$ cat src/rtl/pipe_hazard_ctrl.sv
// pipe_hazard_ctrl
//   Hazard and sequencing controller for the D/E/M/W pipeline registers.
//   It detects load-use, mult/div (HI/LO) and, optionally, branch-operand
//   hazards. It drives the stall / stall_E / Clr controls combinationally.
//   It owns the multi-cycle mult/div busy sequencer and keeps a saturating
//   stall-cycle counter.
//
//   Optional feature macro: PIPE_HAZARD_BRANCH_STALL_EN
//     defined   : a branch in D waits for E-stage ALU results and M-stage loads
//     undefined : brHaz = 0; branchD, rdM and memReadM are ignored
//
// Ports
//   Clk, Rst_n           clock (rising edge), async active-low reset
//   rsD, rtD             D-stage source registers
//   usesRsD, usesRtD     D-stage instruction reads rs / rt
//   branchD              D-stage instruction compares operands in D
//   mdUseD               D-stage instruction reads HI/LO or is a mult/div
//   rdE                  E-stage destination register
//   regWriteE, memReadE  E-stage writes a register / is a load
//   mdStartE, mdDivE     E-stage is a mult/div; 1 = divide, 0 = multiply
//   rdM, memReadM        M-stage destination register / is a load
//   flushD, flushE       external flush requests
//   stall                freeze PC and D, bubble into E
//   stall_E              freeze PC, D and E
//   ClrD..ClrW           pipeline-register clears
//   pcEn                 PC write enable
//   mdBusy               mult/div unit busy
//   stallCnt             saturating count of stalled cycles
module pipe_hazard_ctrl #(
  parameter int unsigned MULT_CYCLES = 5,
  parameter int unsigned DIV_CYCLES  = 10,
  parameter int unsigned CNT_W       = 32
) (
  input  logic             Clk,
  input  logic             Rst_n,
  input  logic [4:0]       rsD,
  input  logic [4:0]       rtD,
  input  logic             usesRsD,
  input  logic             usesRtD,
  input  logic             branchD,
  input  logic             mdUseD,
  input  logic [4:0]       rdE,
  input  logic             regWriteE,
  input  logic             memReadE,
  input  logic             mdStartE,
  input  logic             mdDivE,
  input  logic [4:0]       rdM,
  input  logic             memReadM,
  input  logic             flushD,
  input  logic             flushE,
  output logic             stall,
  output logic             stall_E,
  output logic             ClrD,
  output logic             ClrE,
  output logic             ClrM,
  output logic             ClrW,
  output logic             pcEn,
  output logic             mdBusy,
  output logic [CNT_W-1:0] stallCnt
);

  typedef enum logic {
    IDLE = 1'b0,
    BUSY = 1'b1
  } md_state_e;

  localparam logic [7:0] MULT_LOAD = 8'(MULT_CYCLES - 1);
  localparam logic [7:0] DIV_LOAD  = 8'(DIV_CYCLES - 1);

  md_state_e        state_q, state_d;
  logic [7:0]       cnt_q, cnt_d;
  logic [CNT_W-1:0] stall_cnt_q, stall_cnt_d;

  logic load_use;
  logic md_haz_d;
  logic md_haz_e;
  logic br_haz;
  logic stall_raw;
  logic stall_e_raw;

  assign mdBusy = (state_q == BUSY);

  // Register 0 is hard-wired, so a write to it never creates a dependency.
  assign load_use = memReadE && (rdE != 5'd0) &&
                    ((usesRsD && (rsD == rdE)) || (usesRtD && (rtD == rdE)));

  assign md_haz_d = mdUseD && (mdBusy || mdStartE);
  assign md_haz_e = mdStartE && mdBusy;

`ifdef PIPE_HAZARD_BRANCH_STALL_EN
  logic src_match_e;
  logic src_match_m;

  assign src_match_e = (usesRsD && (rsD == rdE)) || (usesRtD && (rtD == rdE));
  assign src_match_m = (usesRsD && (rsD == rdM)) || (usesRtD && (rtD == rdM));
  assign br_haz = branchD &&
                  ((regWriteE && (rdE != 5'd0) && src_match_e) ||
                   (memReadM  && (rdM != 5'd0) && src_match_m));
`else
  logic unused_branch_inputs;

  assign unused_branch_inputs = ^{branchD, rdM, memReadM, regWriteE};
  assign br_haz = 1'b0;
`endif

  assign stall_raw   = load_use || md_haz_d || br_haz;
  assign stall_e_raw = md_haz_e;

  // While reset is held every register is cleared and the PC is frozen.
  // The pipeline registers already gate Clr against stall themselves.
  always_comb begin
    stall    = Rst_n && stall_raw;
    stall_E  = Rst_n && stall_e_raw;
    pcEn     = Rst_n && !(stall_raw || stall_e_raw);
    ClrD     = !Rst_n || flushD;
    ClrE     = !Rst_n || flushE;
    ClrM     = !Rst_n || stall_e_raw;
    ClrW     = !Rst_n;
    stallCnt = stall_cnt_q;
  end

  // A mdStartE held while BUSY is taken on the first IDLE cycle. flushE does
  // not abort BUSY because the HI/LO write still completes.
  always_comb begin
    state_d = state_q;
    cnt_d   = cnt_q;
    unique case (state_q)
      IDLE: begin
        if (mdStartE) begin
          cnt_d   = mdDivE ? DIV_LOAD : MULT_LOAD;
          state_d = BUSY;
        end
      end
      BUSY: begin
        if (cnt_q != 8'd0) begin
          cnt_d = cnt_q - 8'd1;
        end else begin
          state_d = IDLE;
        end
      end
      default: begin
        state_d = IDLE;
        cnt_d   = 8'd0;
      end
    endcase
  end

  always_comb begin
    stall_cnt_d = stall_cnt_q;
    if ((stall_raw || stall_e_raw) && (stall_cnt_q != '1)) begin
      stall_cnt_d = stall_cnt_q + CNT_W'(1);
    end
  end

  always_ff @(posedge Clk or negedge Rst_n) begin
    if (!Rst_n) begin
      state_q     <= IDLE;
      cnt_q       <= 8'd0;
      stall_cnt_q <= '0;
    end else begin
      state_q     <= state_d;
      cnt_q       <= cnt_d;
      stall_cnt_q <= stall_cnt_d;
    end
  end

endmodule

$ cat config.mk
export PLATFORM = sky130hd
export DESIGN_NAME = pipe_hazard_ctrl
export DESIGN_NICKNAME = d
export VERILOG_FILES = /design/src/rtl/pipe_hazard_ctrl.sv
export SDC_FILE = /design/constraint.sdc
export NUM_CORES = 1
export LEC_CHECK = 0
export ABC_AREA = 0
export CORE_UTILIZATION = 47
export CTS_CLUSTER_SIZE = 8
export DETAILED_ROUTE_END_ITERATION = 6
export HOLD_SLACK_MARGIN = 0.15
export PLACE_DENSITY = 0.81
export SETUP_SLACK_MARGIN = 0.3
export SLEW_MARGIN = 5
export SYNTH_ARGS = -nofsm -noshare
export SYNTH_HDL_FRONTEND = slang
export SYNTH_SLANG_ARGS = --single-unit
$ cat constraint.sdc
create_clock -name Clk -period 2.8 [get_ports Clk]
set_input_delay 0.7 -clock Clk [delete_from_list [all_inputs] [get_ports Clk]]
set_output_delay 0.7 -clock Clk [all_outputs]
set_load 0.005 [all_outputs]
==> impl_metrics.json, run 1 <==
{
  "outcome": "finished, final reports clean",
  "dp_hpwl_um": 4120,
  "io_pins": 73,
  "hold_class": "input pin to async pin",
  "hold_buffers": 0,
  "drv_slew": 0,
  "nNetsFinal": 357,
  "grt_overflow": 0,
  "grt_max_degree": 26,
  "endpoint_kind": "primary output",
  "p_leak_nw": 1.49,
  "start_util_pct": 49.1,
  "synth_cell_types": 45,
  "sw_frac_of_total_pct": 30.4,
  "syn_area_um2": 2320,
  "drt-initial-drc-count": 97,
  "fill_cells": 340,
  "grt_use_total_pct": 22.2,
  "yosys_warnings": 0,
  "drive_gt1_share_pct": 19.9,
  "cp_data_arrival_time_ns": 1.86,
  "power.share.clock_pct": 27.8,
  "std_cell_rows": 25,
  "layout_min_cycle_time_ns": 2.56,
  "internal-power_mw": 1.41,
  "dieArea_um2": 5220,
  "syn_nets": 270,
  "clock_skew_ns": 0.00779,
  "cts_root_buf": "clkbuf_8",
  "io_buffer_count": 64,
  "seq_power_share_pct": 42.9,
  "route.detailed.drc": 0,
  "ys_seq_elements": 41,
  "maxCapViolCount": 0,
  "core_um2": 4720,
  "drt-vias-per-instance": 5.35,
  "dpl_cell_area_um2": 3150,
  "pre_cts_ws_ns": -0.561,
  "fin_util_pct": 70.7,
  "grt_pass1_vias": 2008,
  "cts_buffers": 5,
  "path_max_fanout": 2,
  "tightest_slew_ns": 0.540,
  "p_switching_mw": 0.615,
  "syn_inst": 234,
  "power_mw": 2.02,
  "cts_tree": "built",
  "avgSynthCellArea_um2": 9.90,
  "postRouteAntennaNets": 0,
  "dp.cells": 379,
  "syn_to_final_growth_pct": 44.1,
  "grt_antenna_before_repair": 0,
  "critPathLaunchType": "input pin",
  "final_cells": 389,
  "layout_setup_ws_ns": 0.244,
  "rsz0062_at_grt": "yes",
  "dr.pass1.iters": 6,
  "final_area_um2": 3340,
  "slew_headroom_pct": 63.7,
  "ir_drop_uv": 316,
  "cts.clk_slew.worst_paths_ns": 0.07,
  "power_density_nw_per_um2": 606,
  "dieWidth_um": 72.2,
  "place_congestion": 0.821,
  "synth_seq_area_share_pct": 44.3,
  "num_vias": 2080,
  "worstPathRequired_ns": 2.10,
  "hold_viol": 0,
  "htreeDepth": 2,
  "post_drt_wl_per_cell_um": 14.2,
  "diodes": 0,
  "cts_num_sinks": 41,
  "finalCritPeriodShare_pct": 91.3,
  "worstSkewPairLatency_ns": 0.30,
  "drt_wl_total_um": 5520,
  "die_h_um": 72.2,
  "p_comb_share_pct": 29.4,
  "setup_viol": 0,
  "grt_pass1_wl_um": 8930,
  "critPathKind": "input pin to primary output",
  "cts.path.max_buffers": 2,
  "timing.fmax_mhz": 391
}
==> worst paths after layout <==
| kind | from | endpoint | slack, ns | cells after the start |
|---|---|---|---|---|
| setup / recovery | rdE[2] | pcEn | 0.24 | 7 |
| hold / removal | Rst_n | cnt_q[5] | 0.25 | 1 |
| setup reg to reg | stallCnt[0] | stallCnt[18] | 0.54 | 8 |
| hold reg to reg | stallCnt[28] | stallCnt[28] | 0.50 | 1 |
| max in group asynchronous | Rst_n | stallCnt[1] | 1.98 | 2 |
| min in group Clk | stallCnt[28] | stallCnt[28] | 0.50 | 1 |
==> per-stage QoR <==
step	hold slack, ns	setup TNS (ns)
after global routing	0.246	0
final	0.252	0
after global placement	0.489	-0.995
after floorplan	0.404	0
after detailed placement	0.483	-1.05
after CTS	0.250	0
==> cells by family after synthesis <==
logic type,Yosys count,synth area share [%]
AOI/OAI and AO/OA,26,9.23
xor gates and xnor gates,44,16.6
adders and majority gates,3,1.62
buffers and inverters,13,2.16
DFF,41,44.3
muxes,1,0.486
and+or+nand+nor,106,25.6
==> sequential cells by signal, summed over array words and instances, names as in the netlist <==
register	flops
cnt_q	8
mdBusy	1
stallCnt	32
==> critical path: stages <==
cell and delay [ns]:
buf_6 0.09, or4_4 0.54, o21ai_4 0.14, nand2b_4 0.16, nand2_2 0.04, nor2_1 0.08, buf_2 0.11
==> final cells by class <==
type / count / area [um^2] / share of cell area, %
clock buffers: 5 / 68.8 / 2.06
clock inverters: 3 / 65.1 / 1.95
inverters: 11 / 41.3 / 1.24
multi-input cells: 180 / 1300 / 38.9
flip-flops and latches: 41 / 1030 / 30.7
well taps: 67 / 83.8 / 2.51
repair buffers: 82 / 756 / 22.6
==> cells in the mapped netlist (all sizes together) <==
cell type  instances  area share (%)
dfrtp             41              44
xor2              29              11
nor2              28             4.5
nand2             21             3.4
xnor2             15             5.7
nand4             12             3.2
inv               11             1.8
nor3              11             3.5
nand3              9             2.2
nor4               7             2.5
o21ai              7             2.2
a21oi              6             1.6
or4                4             1.8
ha                 3             1.6
nand2b             3            0.81
a31oi              2            0.54
and3               2            0.65
nor2b              2            0.54
o22ai              2             1.1
or3                2            0.54
a211oi             1            0.32
a21o               1            0.32
a32o               1            0.43
a32oi              1            0.38
and2b              1            0.32
and4               1            0.38
buf                1            0.22
clkbuf             1            0.16
mux2               1            0.49
nor3b              1            0.54
nor4bb             1            0.43
o21a               1            0.32
o221ai             1            0.65
o22a               1            0.38
o2bb2ai            1            0.65
o31ai              1            0.32
or2                1            0.27
==> timing repair <==
action	in CTS	in global routing
setup endpoints to repair	4	3
pin swaps	17	14
gates resized for setup	41	19
buffers inserted	1	1
==> routing by layer <==
| layer | global-route usage, % | routed length [um] | up-vias | part of all wire (%) |
|---|---|---|---|---|
| met4 | 10.2 | 111 | 0 | 2.0 |
| met2 | 40.0 | 2950 | 73 | 53 |
| met5 | 0 | 0 | - | 0 |
| li1 | - | - | 990 | - |
| met1 | 25.3 | 2230 | 1006 | 40 |
| met3 | 4.17 | 230 | 11 | 4.2 |
==> cell usage in the layout (no fill, tap or decap), types with 2 or more instances in the layout <==
cell type,n
clkdlybuf4s50_1,44
dfrtp_1,41
xor2_1,29
nor2_1,28
nand2_1,20
buf_4,16
nand4_1,12
inv_1,11
xnor2_1,10
nand3_1,8
clkdlybuf4s15_1,7
nor3_1,6
xnor2_2,5
o21ai_0,5
nor4_1,5
nor3_2,5
clkbuf_8,5
buf_6,5
dlygate4sd2_1,5
buf_2,4
or4_4,3
a21oi_2,3
a21oi_1,3
ha_1,3
nand2b_1,2
a31oi_1,2
nor2b_1,2
or3_1,2
and3_2,2
bufinv_16,2
==> power groups by stage <==
stage,combinational (mW),sequential (mW),clock [mW]
final,0.594,0.867,0.562
after global routing,0.655,0.889,0.595
after detailed placement,0.592,0.878,0
after CTS,0.588,0.866,0.570
after global placement,0.564,0.872,0
after floorplan,0.312,0.853,0
Power figures use the tool's default switching activity.
==> run 2: changes to the inputs <==
--- a/config.mk
+++ b/config.mk
@@ -6,6 +6,7 @@
 export NUM_CORES = 1
 export LEC_CHECK = 0
 export ABC_AREA = 0
+export ABC_CLOCK_PERIOD_IN_PS = 2800
 export CORE_UTILIZATION = 47
 export CTS_CLUSTER_SIZE = 8
 export DETAILED_ROUTE_END_ITERATION = 6
==> results of run 2 <==
No change in the layout: final DEF, timing and power equal those of run 1.
==> run 3: changes to the inputs <==
--- a/config.mk
+++ b/config.mk
@@ -6,7 +6,8 @@
 export NUM_CORES = 1
 export LEC_CHECK = 0
 export ABC_AREA = 0
-export ABC_CLOCK_PERIOD_IN_PS = 2800
+export ABC_CLOCK_PERIOD_IN_PS = 2400
+export CORE_ASPECT_RATIO = 1.2
 export CORE_UTILIZATION = 47
 export CTS_CLUSTER_SIZE = 8
 export DETAILED_ROUTE_END_ITERATION = 6
==> constraint.sdc (replaced) <==
create_clock -name Clk -period 2.4 [get_ports Clk]
set_input_delay 0.6 -clock Clk [delete_from_list [all_inputs] [get_ports Clk]]
set_output_delay 0.6 -clock Clk [all_outputs]
set_load 0.005 [all_outputs]
==> run 3 against run 2 <==
  * Combinational power increased by 58%
  * Routed wire length is 11% higher
  * First-iteration DRC count decreased by 10%
  * Total power increased by 24%
  * Sequential share of layout area shrank 1.9 points
  * Clock skew barely moved
  * Die area is essentially flat
  * Core utilization increased by 6.1 points
  * Clock power rose by 3%
  * Flip-flop and latch count is the same
==> impl_metrics.json, run 3 (synthesized netlist as in run 1, its figures left out) <==
{
  "outcome": "finished, final reports clean",
  "die_h_um": 78.9,
  "grt_pass1_vias": 2090,
  "cp_data_arrival_time_ns": 1.77,
  "dp_hpwl_um": 3920,
  "cts_root_buf": "clkbuf_8",
  "grt_antenna_before_repair": 0,
  "critPathLaunchType": "input pin",
  "dieWidth_um": 66.1,
  "htreeDepth": 2,
  "path_cells": "buf_6, or4_4, o21ai_4, nand2b_4, nand2_1, nor2_1, buf_2",
  "dr.pass1.iters": 4,
  "cts_num_sinks": 41,
  "num_vias": 2203,
  "power_mw": 2.51,
  "drt-vias-per-instance": 5.51,
  "cts.path.max_buffers": 2,
  "clock_skew_ns": 0.00827,
  "path_max_fanout": 2,
  "largest_reg_flops": 32,
  "postRouteAntennaNets": 0,
  "timing.fmax_mhz": 423,
  "route.detailed.drc": 0,
  "cts_tree": "built",
  "grt_pass1_wl_um": 9550,
  "setup_viol": 0,
  "regArea_um2": 1030,
  "start_util_pct": 49.7,
  "power_density_nw_per_um2": 702,
  "place_congestion": 0.838,
  "diodes": 0,
  "worstSkewPairLatency_ns": 0.30,
  "pre_cts_ws_ns": -0.734,
  "tightest_slew_ns": 0.694,
  "layout_min_cycle_time_ns": 2.37,
  "drt-initial-drc-count": 87,
  "drv_slew": 0,
  "r2r-start": "stallCnt[5]",
  "endpoint_kind": "primary output",
  "io_pins": 73,
  "grt_max_degree": 22,
  "ir_drop_uv": 421,
  "p_leak_nw": 1.64,
  "core_um2": 4660,
  "critPathKind": "input pin to primary output",
  "dp.cells": 377,
  "post_drt_wl_per_cell_um": 15.4,
  "slew_headroom_pct": 53.3,
  "finalCritPeriodShare_pct": 98.6,
  "final_common_cell": "clkdlybuf4s50_1",
  "drt_wl_total_um": 6140,
  "dieArea_um2": 5220,
  "syn_to_final_growth_pct": 54.5,
  "fill_cells": 319,
  "final_cells": 400,
  "maxCapViolCount": 0,
  "layout_setup_ws_ns": 0.0346,
  "hold_class": "input pin to async pin",
  "cts.clk_slew.worst_paths_ns": 0.08,
  "max_stage_delay_ns": 0.54,
  "io_buffer_count": 64,
  "std_cell_rows": 27,
  "drive_gt1_share_pct": 29.5,
  "rsz0062_at_grt": "yes",
  "cts_buffers": 5,
  "final_cell_mix": "clkdlybuf4s50_1 (41), dfrtp_1 (37), buf_4 (32)",
  "worstSetupStartpoint": "rdE[3]",
  "cp_slowest_cell": "or4_4",
  "nNetsFinal": 377,
  "grt_overflow": 0,
  "grt_use_total_pct": 23.9,
  "hold_viol": 0,
  "worstPathRequired_ns": 1.80,
  "multi_input_area_um2": 1390
}
## run 3: metrics by stage
step	utilization, %	hold slack [ns]	TNS [ns]	instance area [um^2]
after floorplan	-	0.304	0	2320
after global placement	68.4	0.476	-5.55	3190
after detailed placement	68.4	0.471	-6.44	3190
after CTS	71.8	0.298	0	3350
after global routing	76.8	0.319	0	3580
final	76.8	0.286	0	3580
## run 3: path summary, 6_finish.rpt
kind,end,slack [ns],cells after the start
worst min-delay path,stallCnt[16],0.29,2
worst max register to register,stallCnt[11],0.30,7
worst min register to register,stallCnt[14],0.50,1
worst max-delay path,pcEn,0.03,7
min in group Clk,stallCnt[14],0.50,1
max in group asynchronous,mdBusy,1.41,2
## run 3: power by group
group	total, mW	leakage [nW]	switching [mW]	internal, mW
clock	0.580	0.0585	0.241	0.339
combinational	0.940	1.06	0.418	0.522
sequential	0.994	0.518	0.153	0.840
## run 3: area by class of cell
type	instances	share of cell area, %
Sequential cell	41	28.8
Multi-Input combinational cell	180	38.9
Timing Repair Buffer	102	25.9
Inverter	11	1.15
Clock buffer	7	2.41
Tap cell	58	2.03
Clock inverter	1	0.839
## run 3: what timing repair did
item / 4_1_cts / 5_1_grt
setup buffers: 2 / 12
pin swaps: 17 / 14
setup endpoints to repair: 39 / 37
hold buffers: 1 / 0
resized for setup: 55 / 34
endpoints found under the hold margin: 5 / 0
## run 3: routing by layer
| metal | up-vias | global-route usage (%) | wire length, um |
|---|---|---|---|
| li1 | 1029 | - | - |
| met1 | 1089 | 27.9 | 2410 |
| met5 | - | 0 | 0 |
| met2 | 72 | 43.2 | 3330 |
| met3 | 13 | 4.45 | 292 |
| met4 | 0 | 8.09 | 109 |
## run 3: worst max-delay path, delay by kind of cell
kind / cells / cell delay (ns)
compound gates: 1 / 0.14
simple gates: 4 / 0.83
buf+inv: 2 / 0.20
